### src/rtl/mem_ahb_master.sv
// ============================================================================
//  Module      : mem_ahb_master
//  Description : MEM-stage AHB-Lite data-memory master for the pipelined MIPS
//                core. Single transfers, pipeline stall, load extension.
//                Optional misaligned-access rejection: define ALIGN_CHECK_EN.
//  Revision    : 1.0 - initial release
// ============================================================================
`default_nettype none

module mem_ahb_master #(
  parameter int          ADDR_W    = 32,
  parameter logic [3:0]  HPROT_VAL = 4'b0011
) (
  input  logic              clk,
  input  logic              rst_n,
  input  logic              i_start_M,
  input  logic [1:0]        i_htrans_M,
  input  logic              MemWrite_M,
  input  logic              LOAD_BYTE,
  input  logic              LOAD_HW,
  input  logic              LOAD_WORD,
  input  logic              LOAD_BYTE_UNSIGNED,
  input  logic              LOAD_HW_UNSIGNED,
  input  logic              STORE_BYTE,
  input  logic              STORE_HW,
  input  logic              STORE_WORD,
  input  logic [ADDR_W-1:0] ALUOut_M,
  input  logic [31:0]       WriteData_M,
  output logic [ADDR_W-1:0] HADDR,
  output logic [1:0]        HTRANS,
  output logic              HWRITE,
  output logic [2:0]        HSIZE,
  output logic [2:0]        HBURST,
  output logic [3:0]        HPROT,
  output logic [31:0]       HWDATA,
  input  logic [31:0]       HRDATA,
  input  logic              HREADY,
  input  logic              HRESP,
  output logic              mem_stall,
  output logic [31:0]       ReadData_M,
  output logic              rd_valid,
  output logic              bus_error,
  output logic              addr_error
);

  localparam logic [1:0] S_IDLE = 2'd0;
  localparam logic [1:0] S_ADDR = 2'd1;
  localparam logic [1:0] S_DATA = 2'd2;

  localparam logic [2:0] SZ_BYTE = 3'b000;
  localparam logic [2:0] SZ_HALF = 3'b001;
  localparam logic [2:0] SZ_WORD = 3'b010;

  localparam logic [1:0] TR_IDLE   = 2'b00;
  localparam logic [1:0] TR_NONSEQ = 2'b10;

  logic [1:0]        r_state;
  logic [ADDR_W-1:0] r_haddr;
  logic [1:0]        r_htrans;
  logic              r_hwrite;
  logic [2:0]        r_hsize;
  logic [31:0]       r_hwdata;
  logic              r_unsigned;

  logic              w_req;
  logic              w_is_store;
  logic              w_is_load;
  logic              w_valid;
  logic              w_write;
  logic [2:0]        w_size;
  logic              w_unsigned;
  logic              w_go;
  logic              w_reject;
  logic [ADDR_W-1:0] w_addr_out;
  logic [31:0]       w_wdata_lanes;
  logic              w_in_idle;
  logic              w_in_addr;
  logic              w_in_data;
  logic              w_done;
  logic [7:0]        w_rbyte;
  logic [15:0]       w_rhalf;
  logic [31:0]       w_load_ext;

  assign w_req      = i_start_M & (i_htrans_M == TR_NONSEQ);
  assign w_is_store = STORE_BYTE | STORE_HW | STORE_WORD;
  assign w_is_load  = LOAD_BYTE | LOAD_HW | LOAD_WORD | LOAD_BYTE_UNSIGNED | LOAD_HW_UNSIGNED;
  assign w_valid    = w_is_store | w_is_load;
  // Store flags dominate when decode asserts both groups.
  assign w_write    = w_is_store | (MemWrite_M & ~w_is_load);
  assign w_unsigned = LOAD_BYTE_UNSIGNED | LOAD_HW_UNSIGNED;

  always_comb begin
    w_size = SZ_WORD;
    if (w_is_store) begin
      if (STORE_BYTE)    w_size = SZ_BYTE;
      else if (STORE_HW) w_size = SZ_HALF;
    end else begin
      if (LOAD_BYTE | LOAD_BYTE_UNSIGNED)  w_size = SZ_BYTE;
      else if (LOAD_HW | LOAD_HW_UNSIGNED) w_size = SZ_HALF;
    end
  end

`ifdef ALIGN_CHECK_EN
  logic w_misalign;
  assign w_misalign = ((w_size == SZ_HALF) & ALUOut_M[0]) |
                      ((w_size == SZ_WORD) & (|ALUOut_M[1:0]));
  assign w_reject   = w_req & w_valid & w_misalign;
  assign w_go       = w_req & w_valid & ~w_misalign;
  assign w_addr_out = ALUOut_M;
`else
  assign w_reject   = 1'b0;
  assign w_go       = w_req & w_valid;
  // Misaligned half/word accesses are silently rounded down to their natural boundary.
  always_comb begin
    w_addr_out = ALUOut_M;
    if (w_size == SZ_HALF)      w_addr_out[0]   = 1'b0;
    else if (w_size == SZ_WORD) w_addr_out[1:0] = 2'b00;
  end
`endif

  always_comb begin
    case (w_size)
      SZ_BYTE: w_wdata_lanes = {4{WriteData_M[7:0]}};
      SZ_HALF: w_wdata_lanes = {2{WriteData_M[15:0]}};
      default: w_wdata_lanes = WriteData_M;
    endcase
  end

  always_ff @(posedge clk or negedge rst_n) begin
    if (!rst_n) begin
      r_state    <= S_IDLE;
      r_haddr    <= '0;
      r_htrans   <= TR_IDLE;
      r_hwrite   <= 1'b0;
      r_hsize    <= SZ_BYTE;
      r_hwdata   <= '0;
      r_unsigned <= 1'b0;
    end else begin
      case (r_state)
        S_IDLE: begin
          if (w_go) begin
            r_state    <= S_ADDR;
            r_htrans   <= TR_NONSEQ;
            r_haddr    <= w_addr_out;
            r_hwrite   <= w_write;
            r_hsize    <= w_size;
            r_unsigned <= w_unsigned;
            if (w_write) r_hwdata <= w_wdata_lanes;
          end
        end
        S_ADDR: begin
          if (HREADY) begin
            r_state  <= S_DATA;
            r_htrans <= TR_IDLE;
          end
        end
        S_DATA: begin
          if (HREADY) r_state <= S_IDLE;
        end
        default: begin
          r_state  <= S_IDLE;
          r_htrans <= TR_IDLE;
        end
      endcase
    end
  end

  assign w_in_idle = (r_state == S_IDLE);
  assign w_in_addr = (r_state == S_ADDR);
  assign w_in_data = (r_state == S_DATA);
  assign w_done    = w_in_data & HREADY;

  always_comb begin
    case (r_haddr[1:0])
      2'd0:    w_rbyte = HRDATA[7:0];
      2'd1:    w_rbyte = HRDATA[15:8];
      2'd2:    w_rbyte = HRDATA[23:16];
      default: w_rbyte = HRDATA[31:24];
    endcase
    w_rhalf = r_haddr[1] ? HRDATA[31:16] : HRDATA[15:0];
  end

  always_comb begin
    case (r_hsize)
      SZ_BYTE: w_load_ext = r_unsigned ? {24'd0, w_rbyte} : {{24{w_rbyte[7]}}, w_rbyte};
      SZ_HALF: w_load_ext = r_unsigned ? {16'd0, w_rhalf} : {{16{w_rhalf[15]}}, w_rhalf};
      default: w_load_ext = HRDATA;
    endcase
  end

  // The stall drops in the completion cycle so the pipeline advances on that edge.
  assign mem_stall  = rst_n & ((w_in_idle & w_go) | w_in_addr | (w_in_data & ~HREADY));
  assign rd_valid   = w_done & ~HRESP & ~r_hwrite;
  assign bus_error  = w_done & HRESP;
  assign addr_error = rst_n & w_in_idle & w_reject;
  assign ReadData_M = rd_valid ? w_load_ext : 32'd0;

  assign HADDR  = r_haddr;
  assign HTRANS = r_htrans;
  assign HWRITE = r_hwrite;
  assign HSIZE  = r_hsize;
  assign HWDATA = r_hwdata;
  assign HBURST = 3'b000;
  assign HPROT  = HPROT_VAL;

endmodule

`default_nettype wire
### config.mk
export PLATFORM = sky130hd
export DESIGN_NAME = mem_ahb_master
export DESIGN_NICKNAME = d
export VERILOG_FILES = /design/src/rtl/mem_ahb_master.sv
export SDC_FILE = /design/constraint.sdc
export NUM_CORES = 1
export LEC_CHECK = 0
export BUFFER_PORTS_ARGS = -buffer_cell sky130_fd_sc_hd__buf_2
export CORE_MARGIN = 2
export CORE_UTILIZATION = 45
export DETAILED_ROUTE_END_ITERATION = 16
export GPL_TIMING_DRIVEN = 0
export PLACE_DENSITY = 0.87
export SYNTH_ARGS = -nofsm -noshare
export SYNTH_HDL_FRONTEND = slang
export SYNTH_SLANG_ARGS = --single-unit
export TNS_END_PERCENT = 1
### constraint.sdc
create_clock -name clk -period 2.85 [get_ports clk]
set_clock_uncertainty 0.2 [all_clocks]
set_input_delay 0.1425 -clock clk [delete_from_list [all_inputs] [get_ports clk]]
set_output_delay 0.1425 -clock clk [all_outputs]
set_load 0.005 [all_outputs]
==> impl_metrics.ini, run 1 <==
[run_status]
outcome = finished clean

[synthesis]
synth-seq-cells = 71
synth_area_leaders = sky130_fd_sc_hd__dfrtp_1 (45%), sky130_fd_sc_hd__mux2_2 (8.3%), sky130_fd_sc_hd__mux2_4 (7.6%), sky130_fd_sc_hd__nand2_1 (5.0%), sky130_fd_sc_hd__mux4_2 (4.6%)
synth.top_cell.area_share = 0.4492
synthCells = 381
yosys_warnings = 0
synth_cell_types = 40
synth-seq-area-share = 0.4492
synth_top_area_cell = sky130_fd_sc_hd__dfrtp_1
syn_avg_cell_area_sq_um = 10.38
netlist_area_sq_um = 3955

[die]
initial_utilization = 0.4580
core_sq_um = 8636
die_x_um = 97.75
floorplan.die_area_sq_um = 9555
placement_rows = 34
design.portCount = 225
floorplan.die.height_um = 97.75

[worst_setup_path]
critical_path.cell_chain = nand3b_1, nor3_4, buf_2, o21ai_0, a211oi_1, buf_2
critical-path-max-stage-delay_ns = 0.42
startpoint_type = flop
r2r_start = r_state[1]
critical_path_peak_fanout = 10
timing.critical_path.to_type = primary output
timing.critical_path.mode_cell = sky130_fd_sc_hd__buf_2
reg2regPathDepth = 6
worstSetupPathType = reg -> out
setup.reg_to_reg.worst_slack_ns = 0.14
crit_slowest_cell = sky130_fd_sc_hd__dfrtp_1
worstPathRequired_ns = 2.51
cp.arrival_ns = 2.44
timing.rr.end = HWDATA[14]

[sta]
period_minus_slack_ns = 2.782
min_period_over_period = 0.9760
layout_setup_ws_ns = 0.06847
max_slew.worst_pin.slew_ns = 0.9204
hold-worst-slack_ns = 0.04286
rsz0062_at_grt = true
setup_violating_endpoint_count_in_the_final_report = 0
headroom_to_the_max_slew_limit = 0.3864
slew_viol_final = 0
fmax_mhz = 359.5
hold_viol = 0

[flow_run]
maxCapViolCount = 0

[place]
pre_cts_slack_ns = 0.2968
place.gp.congestion = 0.8880
place_area_sq_um = 5189
placedCellCount = 710
buffer_ports.inserted = 213
place.detailed.hpwl_um = 9839

[worst_hold_path]
hold_start = STORE_HW
timing.hold.worst.class = in -> reg
hold_depth = 3
whs_endpoint = HWRITE

[global_route]
grt_antenna_before_repair = 1
grt_pass1_wl_um = 24410
largest_net_degree_at_the_start_of_global_routing = 73
first_global_vias = 4654
globalRouteOverflowTotal = 0
gr-usage-all-layers = 0.3230

[pwr]
ir_worst_vdd_uv = 448.6
finalPower_mw = 3.787
leakagePower_nw = 3.111
power_per_cell_area_nw_per_um2 = 604.8

[layout]
fin_area_sq_um = 6262
design.final.nets = 809
layout.cells.most_common_list = sky130_fd_sc_hd__buf_2 (220), sky130_fd_sc_hd__dlygate4sd3_1 (84), sky130_fd_sc_hd__dfrtp_1 (71)
share_of_post_route_cells_with_drive_strength_above_1 = 0.4530
most_common_cell_after_layout_fill_and_taps_aside = sky130_fd_sc_hd__buf_2
final-instance-count-excl-fill = 811
flow.area_growth_from_synthesis_pct = 58.34

[cts]
post_cts.repair.setup_buffers = 0
insertion_delay_ns = 0.33
tritoncts_num_sinks = 71
clock_path_buffers = 2
root_buffer = sky130_fd_sc_hd__clkbuf_8
cts-buffers-inserted = 9
clkTransAtPathRegs_ns = 0.08
cts_tree = done
cts_htree_levels = 3

[route]
avgRoutedWirePerCell_um = 19.41
drc = 0
route.detailed.vias_per_inst = 5.608
ant_nets = 0
routed_wirelength_um = 15740
drt_first_iter_violations = 335
vias = 4548
drt-pass1-iter-count = 5
[report_power, final]
| part | switching [mW] | internal [mW] | leakage (nW) |
|---|---|---|---|
| Combinational | 0.689 | 0.788 | 2.19 |
| Clock | 0.411 | 0.410 | 0.0933 |
| Sequential | 0.191 | 1.30 | 0.829 |
[how the worst max path moves through the flow]
stage	startpoint	slack, ns	to	cells past startpoint
3_5_place_dp	r_state[0]	0.30	ReadData_M[7]	6
5_1_grt	r_state[0]	-0.06	ReadData_M[7]	6
2_1_floorplan	HADDR[1]	0.81	ReadData_M[20]	6
6_report	r_state[0]	0.07	ReadData_M[7]	6
3_3_place_gp	r_state[0]	0.35	ReadData_M[7]	6
4_1_cts	r_state[1]	0.03	HWDATA[11]	6
[synth_stat cells (all sizes together)]
cell type and count:
inv 8, buf 25, nand2 53, o31a 2, dfrtp 71, mux4 8
and2 1, clkbuf 9, a21boi 1, o2111ai 1, o31ai 1, a222oi 8
nor2 39, and3 1, or4 1, a211oi 8, o21ai 19, nand3b 1
nor3 2, a21oi 33, o22ai 16, conb 2, a21o 3, mux2 49
nor4 1, nor3b 1, o211ai 1, nor4b 1, a31oi 8, mux2i 2
nor2b 3, and3b 1, or2 1
[cell families after synthesis]
family,after synthesis,share of synthesized area
other cells,2,0.001899
buf+inv,42,0.05947
flops,71,0.4492
simple gates,106,0.1167
mux,59,0.2091
compound gates,101,0.1636
[timing repair]
action / in CTS / in global routing
hold buffers: 84 / 0
hold endpoints to repair: 140 / 0
gates cloned: 0 / 0
endpoints found under the setup margin: 1 / 20
resized for setup: 1 / 6
[sequential cells by signal (all words and copies together), names as in the netlist]
name	count
HADDR	32
HWDATA	32
HSIZE	2
r_state	2
HTRANS	1
HWRITE	1
r_unsigned	1
[worst max-delay path, delay by kind of cell (launching register included)]
family                 cells  cell delay, ns
AO/OA/AOI/OAI              2            0.49
buffers and inverters      2            0.49
AND/OR/NAND/NOR            2            0.70
flip-flops                 1            0.42
[metal layers]
layer / share of wire / up-vias / global-route usage
li1: - / 1995 / -
met1: 0.37 / 2173 / 0.3825
met2: 0.52 / 318 / 0.5692
met3: 0.077 / 62 / 0.05941
met4: 0.038 / 0 / 0.1528
met5: 0 / - / 0
[layout make-up]
type                    instances  area [sq um]
multi-input cells             276          2007
fillers                       620          2374
repair buffers                297          1909
plain buffers                  34         206.4
flip-flops and latches         71          1777
inverters                       8         30.03
diodes                          1         2.502
well taps                     108         135.1
clock buffers                  10         127.6
clock inverters                 6         67.56
[stage by stage]
stage                TNS, ns    util
global placement           0  0.6006
global route        -0.06278  0.7252
floorplan                  0       -
detailed placement         0  0.6008
finish                     0  0.7252
CTS                        0  0.7215
Note: power is estimated with default switching activity, not from simulation.
==> run 2: changes to the inputs <==
- CELL_PAD_IN_SITES_DETAIL_PLACEMENT: unset -> 0
- CELL_PAD_IN_SITES_GLOBAL_PLACEMENT: unset -> 1
- CORE_UTILIZATION: 45 -> 32
- PLACE_DENSITY: 0.87 -> 0.85
==> run 2 against run 1 <==
Compared with the run above:
- first-iteration DRC count is 2.4% lower
- sequential share of layout area down 0.36 points
- worst hold slack got worse by 0.030 ns
- final area is 1.3% higher
- wire length fell by 8.9%
- critical path depth stayed put
- sequential power about the same
- non-clock buffer count is 6 lower
- setup slack improved by 0.065 ns
- die area grew 39%
- clock power up 27%
- sequential cell count is the same
- critical path type unchanged
- largest power group unchanged
==> impl_metrics.ini, run 2 (synthesized netlist as in run 1, its figures left out) <==
[layout]
final-instance-count-excl-fill = 865
design.final.nets = 803
share_of_post_route_cells_with_drive_strength_above_1 = 0.4540
layout.cells.most_common_list = sky130_fd_sc_hd__buf_2 (220), sky130_fd_sc_hd__dlygate4sd3_1 (78), sky130_fd_sc_hd__dfrtp_1 (71)
most_common_cell_after_layout_fill_and_taps_aside = sky130_fd_sc_hd__buf_2
flow.area_growth_from_synthesis_pct = 60.39

[die]
design.portCount = 225
core_sq_um = 12060
placement_rows = 40
die_x_um = 115.2
floorplan.die_area_sq_um = 13270
floorplan.die.height_um = 115.2
initial_utilization = 0.3279

[pwr]
leakagePower_nw = 3.129
power_per_cell_area_nw_per_um2 = 620.4
power_frac_seq = 0.375
ir_worst_vdd_uv = 337.2
finalPower_mw = 3.936
power.share.clock = 0.264
p_sw_mw = 1.244
switching_share = 0.3162
internal-power_mw = 2.691
p_comb_frac = 0.361

[global_route]
globalRouteOverflowTotal = 0
first_global_vias = 4322
grt_pass1_wl_um = 22050
grt_antenna_before_repair = 0
largest_net_degree_at_the_start_of_global_routing = 73
gr-usage-all-layers = 0.2112

[route]
ant_nets = 0
route.detailed.vias_per_inst = 5.025
drt_first_iter_violations = 327
drt-pass1-iter-count = 7
vias = 4347
avgRoutedWirePerCell_um = 16.58
routed_wirelength_um = 14350
drc = 0

[sta]
setup_violating_endpoint_count_in_the_final_report = 0
layout_setup_ws_ns = 0.1335
period_minus_slack_ns = 2.716
headroom_to_the_max_slew_limit = 0.2813
hold_viol = 0
fmax_mhz = 368.1
rsz0062_at_grt = true
slew_viol_final = 0
hold-worst-slack_ns = 0.01334
max_slew.worst_pin.slew_ns = 1.069
min_period_over_period = 0.9531

[worst_setup_path]
worst-path-buf-inv = 2
critical_path_peak_fanout = 10
crit_slowest_cell = sky130_fd_sc_hd__nor3_4
critical-path-max-stage-delay_ns = 0.43
cp.arrival_ns = 2.37
startpoint_type = flop
critical_path.cell_chain = nand3b_1, nor3_4, buf_2, o21ai_0, a211oi_1, buf_2
worstSetupPathType = reg -> out
timing.critical_path.mode_cell = sky130_fd_sc_hd__buf_2
worstPathRequired_ns = 2.51
timing.critical_path.to_type = primary output
crit_family = simple AND/OR/NAND/NOR gates

[cts]
root_buffer = sky130_fd_sc_hd__clkbuf_16
clkTransAtPathRegs_ns = 0.05
cts_tree = done
clock_path_buffers = 2
tritoncts_num_sinks = 71
cts-buffers-inserted = 9
insertion_delay_ns = 0.32
cts_htree_levels = 3

[place]
buffer_ports.inserted = 213
placedCellCount = 770
pre_cts_slack_ns = 0.3528
place.detailed.hpwl_um = 10350
place.gp.congestion = 0.8934

[run_status]
outcome = finished clean

[worst_hold_path]
timing.hold.worst.class = in -> reg

[flow_run]
maxCapViolCount = 0
[run 2: cell count changes in the layout (fill, tap and decap cells not counted), sizes merged]
cell	previous run	this run
bufinv	1	0
clkbuf	19	20
clkinv	1	4
clkinvlp	2	0
dlygate4sd3	84	78
inv	10	9
[run 2: final cells by class]
class	count	area (sq um)
Timing Repair Buffer	291	1849
Sequential cell	71	1777
Clock inverter	5	32.53
Buffer	34	205.2
Fill cell	1077	5718
Inverter	8	30.03
Clock buffer	11	242.7
Multi-Input combinational cell	276	1994
Antenna cell	1	2.502
Tap cell	168	210.2
[run 2: metal layers]
| metal | global-route usage | up-vias | routed length, um |
|---|---|---|---|
| li1 | - | 1982 | - |
| met1 | 0.2447 | 2065 | 5557 |
| met2 | 0.3867 | 259 | 7333 |
| met3 | 0.04375 | 41 | 1103 |
| met4 | 0.07229 | 0 | 351 |
| met5 | 0 | - | 0 |
[run 2: worst reg2reg max path, cell delays in order, from the launching register on]
cell,delay [ns]
sky130_fd_sc_hd__dfrtp_1,0.42
sky130_fd_sc_hd__nor4b_2,0.38
sky130_fd_sc_hd__and3b_1,0.28
sky130_fd_sc_hd__buf_2,0.27
sky130_fd_sc_hd__buf_2,0.29
sky130_fd_sc_hd__a31oi_1,0.12
sky130_fd_sc_hd__dlygate4sd3_1,0.56
[run 2: path summary, 6_finish.rpt]
kind	startpoint	end	slack, ns	depth (start not counted)
max	r_state[0]	ReadData_M[7]	0.13	6
min	i_htrans_M[0]	HWRITE	0.01	4
max reg2reg	r_state[1]	HWDATA[14]	0.22	6
min reg2reg	HTRANS[1]	HTRANS[1]	0.29	1
max in group asynchronous	rst_n	r_unsigned	1.54	2
min in group asynchronous	rst_n	HWDATA[2]	0.29	2
[run 2: power groups by stage]
stage	clock network, mW	registers (mW)	logic (mW)
after detailed placement	0	1.48	1.28
final	1.04	1.48	1.42
after global placement	0	1.46	1.25
after global routing	1.11	1.51	1.54
after floorplan	0	1.49	0.676
after CTS	1.07	1.47	1.41
[run 2: through the flow]
| step | TNS [ns] | area (sq um) | util |
|---|---|---|---|
| global route | -0.05370 | 6341 | 0.5257 |
| floorplan | 0 | 3985 | - |
| CTS | 0 | 6326 | 0.5245 |
| global placement | 0 | 5261 | 0.4362 |
| detailed placement | 0 | 5264 | 0.4364 |
| finish | 0 | 6344 | 0.5259 |
[run 2: repair_timing]
item	in CTS	in global routing
resized for setup	1	2
hold endpoints to repair	139	0
buffers inserted	0	0
hold buffers	78	0
endpoints found under the setup margin	1	18
==> run 3: changes to the inputs <==
--- a/config.mk
+++ b/config.mk
@@ -10,3 +10,3 @@
 export CELL_PAD_IN_SITES_GLOBAL_PLACEMENT = 1
-export CORE_MARGIN = 2
+export CORE_MARGIN = 4
 export CORE_UTILIZATION = 32
==> constraint.sdc (replaced) <==
create_clock -name clk -period 2.85 [get_ports clk]
set_clock_uncertainty 0.2 [all_clocks]
set_input_delay 0.57 -clock clk [delete_from_list [all_inputs] [get_ports clk]]
set_output_delay 0.57 -clock clk [all_outputs]
set_load 0.005 [all_outputs]
==> run 3 against run 2 <==
Compared with the run above:
- the flow now finishes with violations (negative setup slack)
- worst hold slack improved by 0.15 ns
- non-clock buffer count fell by 68
- die area increased by 7.1%
- critical endpoint is now ReadData_M[23]
- via count shrank 8.6%
- sequential power is essentially flat
- critical path type unchanged
- critical path depth up 1
- global-route usage decreased by 1.9 points
- sequential share of layout area increased by 2.9 points
- highest routed layer unchanged
- power rose by 1.5%
- first-iteration DRC count fell by 17%
- fmax down 5.5%
- clock power grew 14%
- largest cell class is now multi-input combinational cells
==> impl_metrics.ini, run 3 (synthesized netlist as in run 1, its figures left out) <==
[sta]
min_period_over_period = 1.009
setup_total_negative_slack_ns = -0.1562
rsz0062_at_grt = true
period_minus_slack_ns = 2.875
hold_viol = 0
fmax_mhz = 347.9
setup_violating_endpoint_count_in_the_final_report = 15
layout_setup_ws_ns = -0.02457
max_slew.worst_pin.slew_ns = 0.9996
hold-worst-slack_ns = 0.1654
slew_viol_final = 0
headroom_to_the_max_slew_limit = 0.3279

[die]
die_x_um = 119.2
placement_rows = 40
floorplan.die.height_um = 119.2
core_sq_um = 12060
floorplan.die_area_sq_um = 14200
design.portCount = 225
initial_utilization = 0.3279

[route]
drt-pass1-iter-count = 5
drt_first_iter_violations = 270
highest_signal_layer = met4
avgRoutedWirePerCell_um = 17.39
wirelength_met1_um = 5395
vias = 3975
route.detailed.vias_per_inst = 4.994
drc = 0
met2_wirelength_um = 6942
routed_wirelength_um = 13840
ant_nets = 0
met3WireLength_um = 1295

[run_status]
outcome = complete, but fails checks
failing_checks = negative setup slack

[worst_hold_path]
timing.hold.worst.class = in -> async

[pwr]
leakagePower_nw = 2.909
ir_worst_vdd_uv = 319.9
finalPower_mw = 3.996
power_per_cell_area_nw_per_um2 = 696.0

[global_route]
grt_antenna_before_repair = 1
globalRouteOverflowTotal = 0
largest_net_degree_at_the_start_of_global_routing = 73
grt_pass1_wl_um = 21890
first_global_vias = 4128
gr-usage-all-layers = 0.1925

[layout]
fin_area_sq_um = 5742
final-instance-count-excl-fill = 796
design.final.nets = 735
flow.area_growth_from_synthesis_pct = 45.18
most_common_cell_after_layout_fill_and_taps_aside = sky130_fd_sc_hd__buf_2
layout.cells.most_common_list = sky130_fd_sc_hd__buf_2 (217), sky130_fd_sc_hd__dfrtp_1 (71), sky130_fd_sc_hd__nand2_1 (50)
share_of_post_route_cells_with_drive_strength_above_1 = 0.5343
n_fill_cell = 1145

[place]
placedCellCount = 770
buffer_ports.inserted = 213
place.detailed.hpwl_um = 10830
place_area_sq_um = 5264
place.gp.congestion = 0.8865

[worst_setup_path]
timing.critical_path.to_type = primary output
worstSetupPathType = reg -> out
cp.arrival_ns = 2.10
startpoint_type = flop
critical_path_peak_fanout = 6
worstPathRequired_ns = 2.08

[cts]
root_buffer = sky130_fd_sc_hd__clkbuf_16
cts_hold_buf = 0
cts-buffers-inserted = 9
clock_path_buffers = 2
insertion_delay_ns = 0.32
tritoncts_num_sinks = 71
cts_tree = done
cts_htree_levels = 3
clkTransAtPathRegs_ns = 0.05

[flow_run]
maxCapViolCount = 0
==> run 3: cell types whose count changed in the layout (fill, tap and decap cells not counted), moves of 2 or more <==
| cell | previous run | this run |
|---|---|---|
| sky130_fd_sc_hd__buf_6 | 4 | 9 |
| sky130_fd_sc_hd__nand2_1 | 53 | 50 |
| sky130_fd_sc_hd__nand2_2 | 0 | 2 |
| sky130_fd_sc_hd__buf_2 | 220 | 217 |
| sky130_fd_sc_hd__buf_4 | 11 | 23 |
| sky130_fd_sc_hd__clkbuf_1 | 10 | 5 |
| sky130_fd_sc_hd__dlygate4sd3_1 | 78 | 0 |
| sky130_fd_sc_hd__bufinv_16 | 0 | 2 |
==> run 3: final timing paths <==
kind / start / end / slack [ns] / cells after the start
max: HADDR[1] / ReadData_M[23] / -0.02 / 7
min: rst_n / HWDATA[4] / 0.17 / 1
max reg2reg: r_state[1] / HADDR[17] / 0.68 / 6
min reg2reg: HTRANS[1] / HTRANS[1] / 0.30 / 1
max in group asynchronous: rst_n / HSIZE[0] / 1.68 / 1
min in group clk: ALUOut_M[23] / HADDR[23] / 0.27 / 2
==> run 3: routing by layer <==
layer	track usage	up-vias
met4	0.06372	0
met5	0	-
met1	0.2274	1904
li1	-	1844
met3	0.05651	16
met2	0.3342	211
==> run 3: area by class of cell <==
class                      count  area, sq um  share of cell area
multi-input combinational    276         2014              0.3508
sequential                    71         1777              0.3094
timing repair buffer         225         1166              0.2031
clock buffer                  11        242.7             0.04228
buffer                        32        225.2             0.03922
tap                          168        210.2             0.03661
clock inverter                 4        70.07             0.01220
inverter                       8        33.78            0.005884
antenna                        1        2.502           0.0004358
==> run 3: repair_timing <==
item | CTS | global route
cloned | 1 | 0
pin swaps | 2 | 4
hold endpoints to repair | 0 | 0
gates resized for setup | 18 | 9
setup buffers | 7 | 4
setup endpoints to repair | 33 | 31
==> run 3: through the flow <==
| stage | utilization | setup slack [ns] |
|---|---|---|
| after floorplan | - | 0.3061 |
| after global placement | 0.4362 | -0.1477 |
| after detailed placement | 0.4364 | -0.1786 |
| after CTS | 0.4717 | -0.02955 |
| after global routing | 0.4760 | -0.1096 |
| final | 0.4760 | -0.02457 |
==> run 3: power by group <==
part           switching [mW]  internal [mW]
logic                   0.614          0.707
registers               0.182           1.30
clock network           0.410          0.782
==> run 3: critical path, stage by stage, from the launching register on <==
cell and delay (ns):
sky130_fd_sc_hd__dfrtp_1 0.36, sky130_fd_sc_hd__buf_6 0.13, sky130_fd_sc_hd__mux4_2 0.50, sky130_fd_sc_hd__nor2b_4 0.16, sky130_fd_sc_hd__o2111ai_4 0.29, sky130_fd_sc_hd__buf_6 0.17, sky130_fd_sc_hd__nand2_1 0.05, sky130_fd_sc_hd__buf_2 0.12
